`src/rtl/rwm_pkg.sv`:
```
// Shared definitions for the frame-buffer RWM and its sequencer: state encoding,
// default frame size and the command-line encodings both sides must agree on.
package rwm_pkg;

    typedef enum logic [2:0] {
        ST_IDLE  = 3'd0,
        ST_CLEAR = 3'd1,
        ST_GAP1  = 3'd2,
        ST_WRITE = 3'd3,
        ST_GAP2  = 3'd4,
        ST_READ  = 3'd5,
        ST_FIN   = 3'd6,
        ST_ERROR = 3'd7
    } rwm_state_e;

    localparam int RWM_PIXELS = 202500;

    localparam logic RW_READ  = 1'b0;
    localparam logic RW_WRITE = 1'b1;

    typedef struct packed {
        logic enable;
        logic rw;
        logic clear;
    } rwm_cmd_t;

    localparam rwm_cmd_t CMD_IDLE = '{enable: 1'b0, rw: RW_READ, clear: 1'b0};

    // Command lines the RWM must see while the sequencer sits in a given state.
    function automatic rwm_cmd_t cmd_of(rwm_state_e s);
        case (s)
            ST_CLEAR: cmd_of = '{enable: 1'b1, rw: RW_READ,  clear: 1'b1};
            ST_WRITE: cmd_of = '{enable: 1'b1, rw: RW_WRITE, clear: 1'b0};
            ST_READ:  cmd_of = '{enable: 1'b1, rw: RW_READ,  clear: 1'b0};
            default:  cmd_of = CMD_IDLE;
        endcase
    endfunction

    function automatic logic is_active(rwm_state_e s);
        return (s == ST_CLEAR) || (s == ST_WRITE) || (s == ST_READ);
    endfunction

endpackage

```
`src/rtl/rwm_watchdog.sv`:
```
// Cycle watchdog: counts enabled cycles since the last clear and flags the
// LIMIT-th enabled cycle so the owner can abandon a stuck operation.
module rwm_watchdog #(
    parameter int LIMIT = 1048576,
    parameter int W     = 21
) (
    input  logic clk,
    input  logic rst_n,
    input  logic clr,
    input  logic en,
    output logic expired
);

    localparam logic [W-1:0] LAST = W'(LIMIT - 1);

    logic [W-1:0] cnt;

    assign expired = en && (cnt == LAST);

    always_ff @(posedge clk or negedge rst_n) begin
        if (!rst_n) begin
            cnt <= '0;
        end else if (clr) begin
            cnt <= '0;
        end else if (en && !expired) begin
            cnt <= cnt + W'(1);
        end
    end

endmodule

```
`src/rtl/rwm_frame_ctrl.sv`:
```
// Frame transaction sequencer for the RWM: optional clear, write pass, optional
// read-out pass with pixel-count check, plus watchdog and frame counting.
module rwm_frame_ctrl
    import rwm_pkg::*;
#(
    parameter int PIXELS  = RWM_PIXELS,
    parameter int CNT_W   = 18,
    parameter int TIMEOUT = 1048576,
    parameter int TO_W    = 21,
    parameter int FRM_W   = 16
) (
    input  logic             clk,
    input  logic             rst_n,
    input  logic             start,
    input  logic             cfg_clear,
    input  logic             cfg_read,
    output logic             rwm_enable,
    output logic             rwm_rw,
    output logic             rwm_clear,
    input  logic             rwm_done,
    input  logic             rwm_valid,
    output logic             busy,
    output logic             done,
    output logic             err,
    output logic [FRM_W-1:0] frame_cnt,
    output rwm_state_e       dbg_state
);

    localparam logic [CNT_W-1:0] PIX_TARGET = CNT_W'(PIXELS);

    rwm_state_e       state;
    rwm_cmd_t         cmd;
    logic             read_q;
    logic [CNT_W-1:0] pix_cnt;
    logic [CNT_W-1:0] pix_next;
    logic             wd_active;
    logic             wd_expired;

    assign {rwm_enable, rwm_rw, rwm_clear} = cmd;
    assign dbg_state = state;

    // Every active state is entered from a gap/idle state, so holding the
    // watchdog clear outside the active states restarts it on each entry.
    assign wd_active = is_active(state);

    rwm_watchdog #(
        .LIMIT (TIMEOUT),
        .W     (TO_W)
    ) u_watchdog (
        .clk     (clk),
        .rst_n   (rst_n),
        .clr     (!wd_active),
        .en      (wd_active),
        .expired (wd_expired)
    );

    // Count as it will stand after this cycle, so a valid on the done cycle counts.
    always_comb begin
        pix_next = pix_cnt;
        if (rwm_valid && (pix_cnt != '1)) begin
            pix_next = pix_cnt + CNT_W'(1);
        end
    end

    always_ff @(posedge clk or negedge rst_n) begin
        if (!rst_n) begin
            state     <= ST_IDLE;
            cmd       <= CMD_IDLE;
            read_q    <= 1'b0;
            busy      <= 1'b0;
            done      <= 1'b0;
            err       <= 1'b0;
            pix_cnt   <= '0;
            frame_cnt <= '0;
        end else begin
            done <= 1'b0;
            case (state)
                ST_IDLE: begin
                    if (start) begin
                        read_q <= cfg_read;
                        err    <= 1'b0;
                        busy   <= 1'b1;
                        if (cfg_clear) begin
                            state <= ST_CLEAR;
                            cmd   <= cmd_of(ST_CLEAR);
                        end else begin
                            state <= ST_WRITE;
                            cmd   <= cmd_of(ST_WRITE);
                        end
                    end
                end
                ST_CLEAR: begin
                    if (rwm_done) begin
                        state <= ST_GAP1;
                        cmd   <= CMD_IDLE;
                    end else if (wd_expired) begin
                        state <= ST_ERROR;
                        cmd   <= CMD_IDLE;
                        err   <= 1'b1;
                    end
                end
                ST_GAP1: begin
                    state <= ST_WRITE;
                    cmd   <= cmd_of(ST_WRITE);
                end
                ST_WRITE: begin
                    if (rwm_done) begin
                        state <= read_q ? ST_GAP2 : ST_FIN;
                        cmd   <= CMD_IDLE;
                    end else if (wd_expired) begin
                        state <= ST_ERROR;
                        cmd   <= CMD_IDLE;
                        err   <= 1'b1;
                    end
                end
                ST_GAP2: begin
                    pix_cnt <= '0;
                    state   <= ST_READ;
                    cmd     <= cmd_of(ST_READ);
                end
                ST_READ: begin
                    pix_cnt <= pix_next;
                    if (rwm_done) begin
                        cmd <= CMD_IDLE;
                        if (pix_next == PIX_TARGET) begin
                            state <= ST_FIN;
                        end else begin
                            state <= ST_ERROR;
                            err   <= 1'b1;
                        end
                    end else if (wd_expired) begin
                        state <= ST_ERROR;
                        cmd   <= CMD_IDLE;
                        err   <= 1'b1;
                    end
                end
                ST_FIN: begin
                    done      <= 1'b1;
                    frame_cnt <= frame_cnt + FRM_W'(1);
                    state     <= ST_IDLE;
                    busy      <= 1'b0;
                end
                ST_ERROR: begin
                    err   <= 1'b1;
                    state <= ST_IDLE;
                    busy  <= 1'b0;
                end
                default: begin
                    state <= ST_IDLE;
                    cmd   <= CMD_IDLE;
                    busy  <= 1'b0;
                end
            endcase
        end
    end

endmodule

```
`config.mk`:
```
export PLATFORM = sky130hd
export DESIGN_NAME = rwm_frame_ctrl
export DESIGN_NICKNAME = d
export VERILOG_FILES = /design/src/rtl/rwm_pkg.sv /design/src/rtl/rwm_watchdog.sv /design/src/rtl/rwm_frame_ctrl.sv
export SDC_FILE = /design/constraint.sdc
export NUM_CORES = 1
export LEC_CHECK = 0
export ABC_AREA = 1
export ABC_CLOCK_PERIOD_IN_PS = 2650
export CORE_UTILIZATION = 30
export DETAILED_ROUTE_END_ITERATION = 6
export PLACE_DENSITY_LB_ADDON = 0.1
export SYNTH_ARGS = -nofsm -noshare
export SYNTH_HDL_FRONTEND = slang
export SYNTH_SLANG_ARGS = --single-unit
```
`constraint.sdc`:
```
create_clock -name clk -period 2.65 [get_ports clk]
set_clock_uncertainty 0.1 [all_clocks]
set_input_delay 0.795 -clock clk [delete_from_list [all_inputs] [get_ports clk]]
set_output_delay 0.795 -clock clk [all_outputs]
set_load 0.02 [all_outputs]
```
# ---- Yosys cells after proc, flatten, opt, wreduce, memory -nomap -nowiden
# Index checks and enable logic that the tools add are counted.
# W data, S select, Z words.
dict set report totals {
  inputBits 7
  elab_cells 74
  register_bits 65
}
dict set report classes {
  reduce_logical 18
  muxes 27
  eq_ne 15
  n_addsub 3
}
# operator n
set op_table {}
lappend op_table {{$mux W21} 2}
lappend op_table {{$pmux W18 S2} 1}
lappend op_table {{$mux W3} 8}
lappend op_table {{$add A21 B1 Y21 const B} 1}
lappend op_table {{$eq A21 B20 Y1 const B} 1}
lappend op_table {{$pmux W3 S7} 1}
lappend op_table {{$add A18 B1 Y18 const B} 1}
lappend op_table {{$eq A18 B18 Y1 const B} 1}
lappend op_table {{$mux W18} 1}
lappend op_table {{$ne A18 B18 Y1 const B} 1}
lappend op_table {{$add A16 B1 Y16 const B} 1}
lappend op_table {{$eq A3 B3 Y1 const B} 4}
lappend op_table {{$pmux W3 S4} 1}
lappend op_table {{$mux W1} 8}
lappend op_table {{$reduce_bool A4 Y1} 2}
lappend op_table {{$eq A3 B2 Y1 const B} 2}
lappend op_table {{$mux W2} 3}
lappend op_table {{$ne A2 B2 Y1 const B} 3}
lappend op_table {{$pmux W1 S4} 1}
lappend op_table {{$reduce_and A2 Y1} 2}
lappend op_table {{$reduce_and A4 Y1} 1}
lappend op_table {{$reduce_bool A2 Y1} 2}
lappend op_table {{$reduce_or A2 Y1} 2}
lappend op_table {{$eq A3 B1 Y1 const B} 1}
lappend op_table {{other kinds (9)} 12}

# ---- Logic depth before layout (Yosys ltp)
dict set report logic_depth {
  depth_word 8
  ltp_mapped 18
  mapped_depth_nobuf 18
}

# ---- Hierarchy
# Synthesis repeated with hierarchy kept, for this count alone.
dict set report unflattened {
  hier_cells 566
  hier_area_um2 4142.7
}
# module instances area_per_inst_um2 cells_each seq_area_each_um2
set modules_own_cells {}
lappend modules_own_cells {rwm_frame_ctrl 1 2658.8 354 1101.1}
lappend modules_own_cells {rwm_watchdog 1 1483.9 212 525.5}

# ---- Worst setup path before layout
# No wires, ideal clock.
dict set report synth_timing {
  path_type {input to register}
  start {input port rwm_valid}
  end {register err}
  setup_time_ns 0.117
  cell_stages 11
  t_arrival_ns 1.864
  required_time_ns 2.433
  slack_ns 0.569
  path_cell_list {inv_1 -> nor2_2 -> nand2_1 -> nor2_1 -> nand3_1 -> xor2_1 -> nand3_1 -> nor2_1 -> nand2_1 -> nand3_1 -> nand2_1}
}
dict set report synth_via {
  elab_chain_len 5
}
# item line_no
set synth_lines {}
lappend synth_lines {{start: declaration} rwm_frame_ctrl.sv:21} ;# input logic rwm_valid,
lappend synth_lines {{$logic_and A1 B1 Y1} rwm_frame_ctrl.sv:60} ;# if (rwm_valid && (pix_cnt != '1)) begin
lappend synth_lines {{$mux W18} rwm_frame_ctrl.sv:60}
lappend synth_lines {{$eq A18 B18 Y1} rwm_frame_ctrl.sv:125} ;# if (pix_next == PIX_TARGET) begin
lappend synth_lines {{$ne A3 B3 Y1 (no source line)} n/a}
lappend synth_lines {{$reduce_and A4 Y1 (no source line)} n/a}
lappend synth_lines {{end signal: assignment} rwm_frame_ctrl.sv:72} ;# err <= 1'b0;
lappend synth_lines {{end signal: assignment} rwm_frame_ctrl.sv:129} ;# err <= 1'b1;
lappend synth_lines {{end signal: assignment} rwm_frame_ctrl.sv:134} ;# err <= 1'b1;
lappend synth_lines {{end: declaration} rwm_frame_ctrl.sv:24} ;# output logic err,
# Every way passes these cells.
# A chain may end at the register's enable or synchronous reset.

# ---- Final worst setup path
dict set report layout_timing {
  start {register state[1], in the netlist dbg_state[1]}
  end {output port dbg_state[1]}
}
# item line_no
set layout_lines {}
lappend layout_lines {{start: declaration} rwm_frame_ctrl.sv:31} ;# rwm_state_e state;
lappend layout_lines {{start signal: assignment} rwm_frame_ctrl.sv:108} ;# state <= read_q ? ST_GAP2 : ST_FIN;
lappend layout_lines {{end: declaration} rwm_frame_ctrl.sv:26} ;# output rwm_state_e dbg_state
# No word-level cell between the ends.

==> run summary <==
Top Usage Layer GRT: met2
Root Driver: clkbuf_16
Hold Path Class: input port to async pin
Total GRT Usage: 16.2%
grt ovf: 0
vias per inst: 4.64
setup_tns: 0 ns
CP peak stage delay: 0.68 ns
number of fill cells: 1,284
Clock Path Buffers: 2
top cells by area, synth: dfrtp_1 (44%), nand2_1 (13%), inv_1 (7.7%)
final critical path time including I/O delays and setup: 2.47 ns
Core ar.: 0.0121 mm²
I/O pin cnt: 32
Least-Margin Pin Slew: 0.393 ns
Ys Warns: 0
Seq/Total Area, Yosys: 43.8%
area share of the largest cell type after synthesis: 43.8%
final hold viol count: 0
placed instance count: 708
Critical Path RT: 1.76 ns
Post-synth EDFFs: 0
Resized Gates After CTS: 0
final slew viol count: 0
flops & latches, synth: 65
Initial Util: 30.8%
Seq. cell area: 0.00163 mm²
final std cells w/o fill: 724
Synth async-reset ratio: 100%
Die Width: 113 µm
clk sink count: 65
ANT nets after route: 0
relative slew slack: 73.5%
Port Buf Inserts: 31
kind of critical path: flip-flop to output port
commonest cells in the netlist: nand2_1 (124), inv_1 (76), dfrtp_1 (65)
Clock transition at path regs: 0.06 ns
ANT cells: 0
CTS tree: yes
Leak: 2.12 nW
crit path DAT: 1.57 ns
CP Buf/Inv Count: 1
Cell Area, Synth: 0.00372 mm²
Vias: 3,358
dominant cell type by area after synthesis: dfrtp_1
VDD IR max: 0.000510 V
status: complete, no violations
Post-Route WL: 9380 µm
hold_buf cts: 0
Synth Flop Type: dfrtp_1
Layout Cell Area excl Fill: 0.00465 mm²
first-pass GRT wire length: 16,200 µm
row count: 40
crit share post-route: 93.0%
residual DRC count: 0
Routed wire per std cell: 13.0 µm
Yosys cell types: 36
CTS buffer count: 9
synth-to-layout area growth: 25.1%
crit path max fanout: 10
Mapped Cells: 498
most frequent cell after synthesis: nand2_1
met2 Use GR: 26.6%
Syn Area/Cell: 7.46 µm²
Cell Area, Placed: 0.00433 mm²
initial antenna violation count: 0
clock latency on the worst-skew pair: 0.34 ns
die area: 0.0128 mm²
Net Count, Synth: 508
multi-input logic area: 0.00177 mm²
crit-path cells: clkdlybuf4s50_1
pin count of the biggest net entering global routing: 42
max_cap viols: 0
RD Place Congestion: 0.832
Slowest-stage cell, CP: clkdlybuf4s50_1
grt met1 use: 20.5%
Iter 0 DRT Violations: 138
chip height: 113 µm
vias in the first global route: 3,402
delay-heaviest family, CP: buffers and inverters
fraction of layout cells with a size suffix above 1: 10.6%
Power Density: 874 mW/mm²
CP Launch Type: flip-flop
Final setup violation count: 0
critical path endpoint category: output port
nets: 561
Max Freq: 406 MHz
H-tree levels: 3
Final HPWL DP: 6790 µm
drt pass-1 iters: 4
Post-CTS Setup Inserts: 0
GR Util met3: 5.46%
through the flow:
| stage | hold WS [ns] | total power [mW] | util (%) | setup slack, ns |
|---|---|---|---|---|
| 3_5_place_dp | 0.358 | 2.85 | 35.9 | -0.178 |
| 6_report | 0.250 | 4.06 | 38.6 | 0.184 |
| 2_1_floorplan | 0.334 | 2.29 | - | 0.569 |
| 5_1_grt | 0.260 | 4.36 | 38.6 | -0.00280 |
| 3_3_place_gp | 0.354 | 2.85 | 35.9 | -0.134 |
| 4_1_cts | 0.255 | 4.11 | 38.4 | 0.172 |
layer usage:
layer | vias up | wire length (µm)
met3 | 6 | 400
met5 | - | 0
met2 | 56 | 4340
met4 | 0 | 76
met1 | 1577 | 4570
li1 | 1719 | -
placed cells by master, fill, tap and decap left out, types with 12 or more instances in the layout:
cell type,netlist,routed
nor3_1,16,16
buf_4,1,16
nand3_1,41,41
inv_1,76,76
nor2_1,52,49
clkdlybuf4s50_1,0,30
dfrtp_1,65,65
o22ai_1,13,13
nand4_1,12,12
a21oi_1,15,15
o21ai_0,25,24
nand2_1,124,123
state kept, by name, summed over array words and instances (netlist names):
name            flops
u_watchdog.cnt     21
pix_cnt            18
frame_cnt          16
dbg_state           3
busy                1
done                1
err                 1
read_q              1
rwm_clear           1
rwm_enable          1
rwm_rw              1
where the power goes:
group | leakage [nW] | internal (mW) | switching [mW] | total [mW]
Combinational | 1.09 | 0.548 | 0.786 | 1.33
Sequential | 0.880 | 1.23 | 0.277 | 1.51
Clock | 0.149 | 0.757 | 0.464 | 1.22
cells by family (layout without fill, tap and decap cells):
group | count (synthesis) | after routing | share of synthesized area (%)
buf+inv | 84 | 142 | 8.99
fa+ha+maj | 3 | 3 | 1.01
xor+xnor | 16 | 16 | 3.77
compound gates | 61 | 61 | 9.29
simple gates | 268 | 268 | 32.9
flops | 65 | 65 | 43.8
mux | 1 | 1 | 0.303
layout make-up:
class	count	share of cell area, %
well taps	168	4.52
multi-input cells	349	38.1
inverters	78	6.30
flip-flops and latches	65	35.0
repair buffers	48	9.58
clock inverters	6	1.40
clock buffers	10	5.14
worst paths after layout:
check	startpoint	to	slack, ns	cells past startpoint
worst min-delay path	rst_n	pix_cnt[3]$_DFFE_PN0P_	0.25	1
worst min register to register	u_watchdog.cnt[18]$_DFFE_PN0P_	u_watchdog.cnt[18]$_DFFE_PN0P_	0.37	1
max in group asynchronous	rst_n	pix_cnt[7]$_DFFE_PN0P_	1.67	2
worst max register to register	pix_cnt[0]$_DFFE_PN0P_	err$_DFFE_PN0P_	0.27	16
min in group clk	u_watchdog.cnt[18]$_DFFE_PN0P_	u_watchdog.cnt[18]$_DFFE_PN0P_	0.37	1
worst max-delay path	dbg_state[1]$_DFFE_PN0N_	dbg_state[1]	0.18	1
Note: power is estimated with default switching activity, not from simulation.
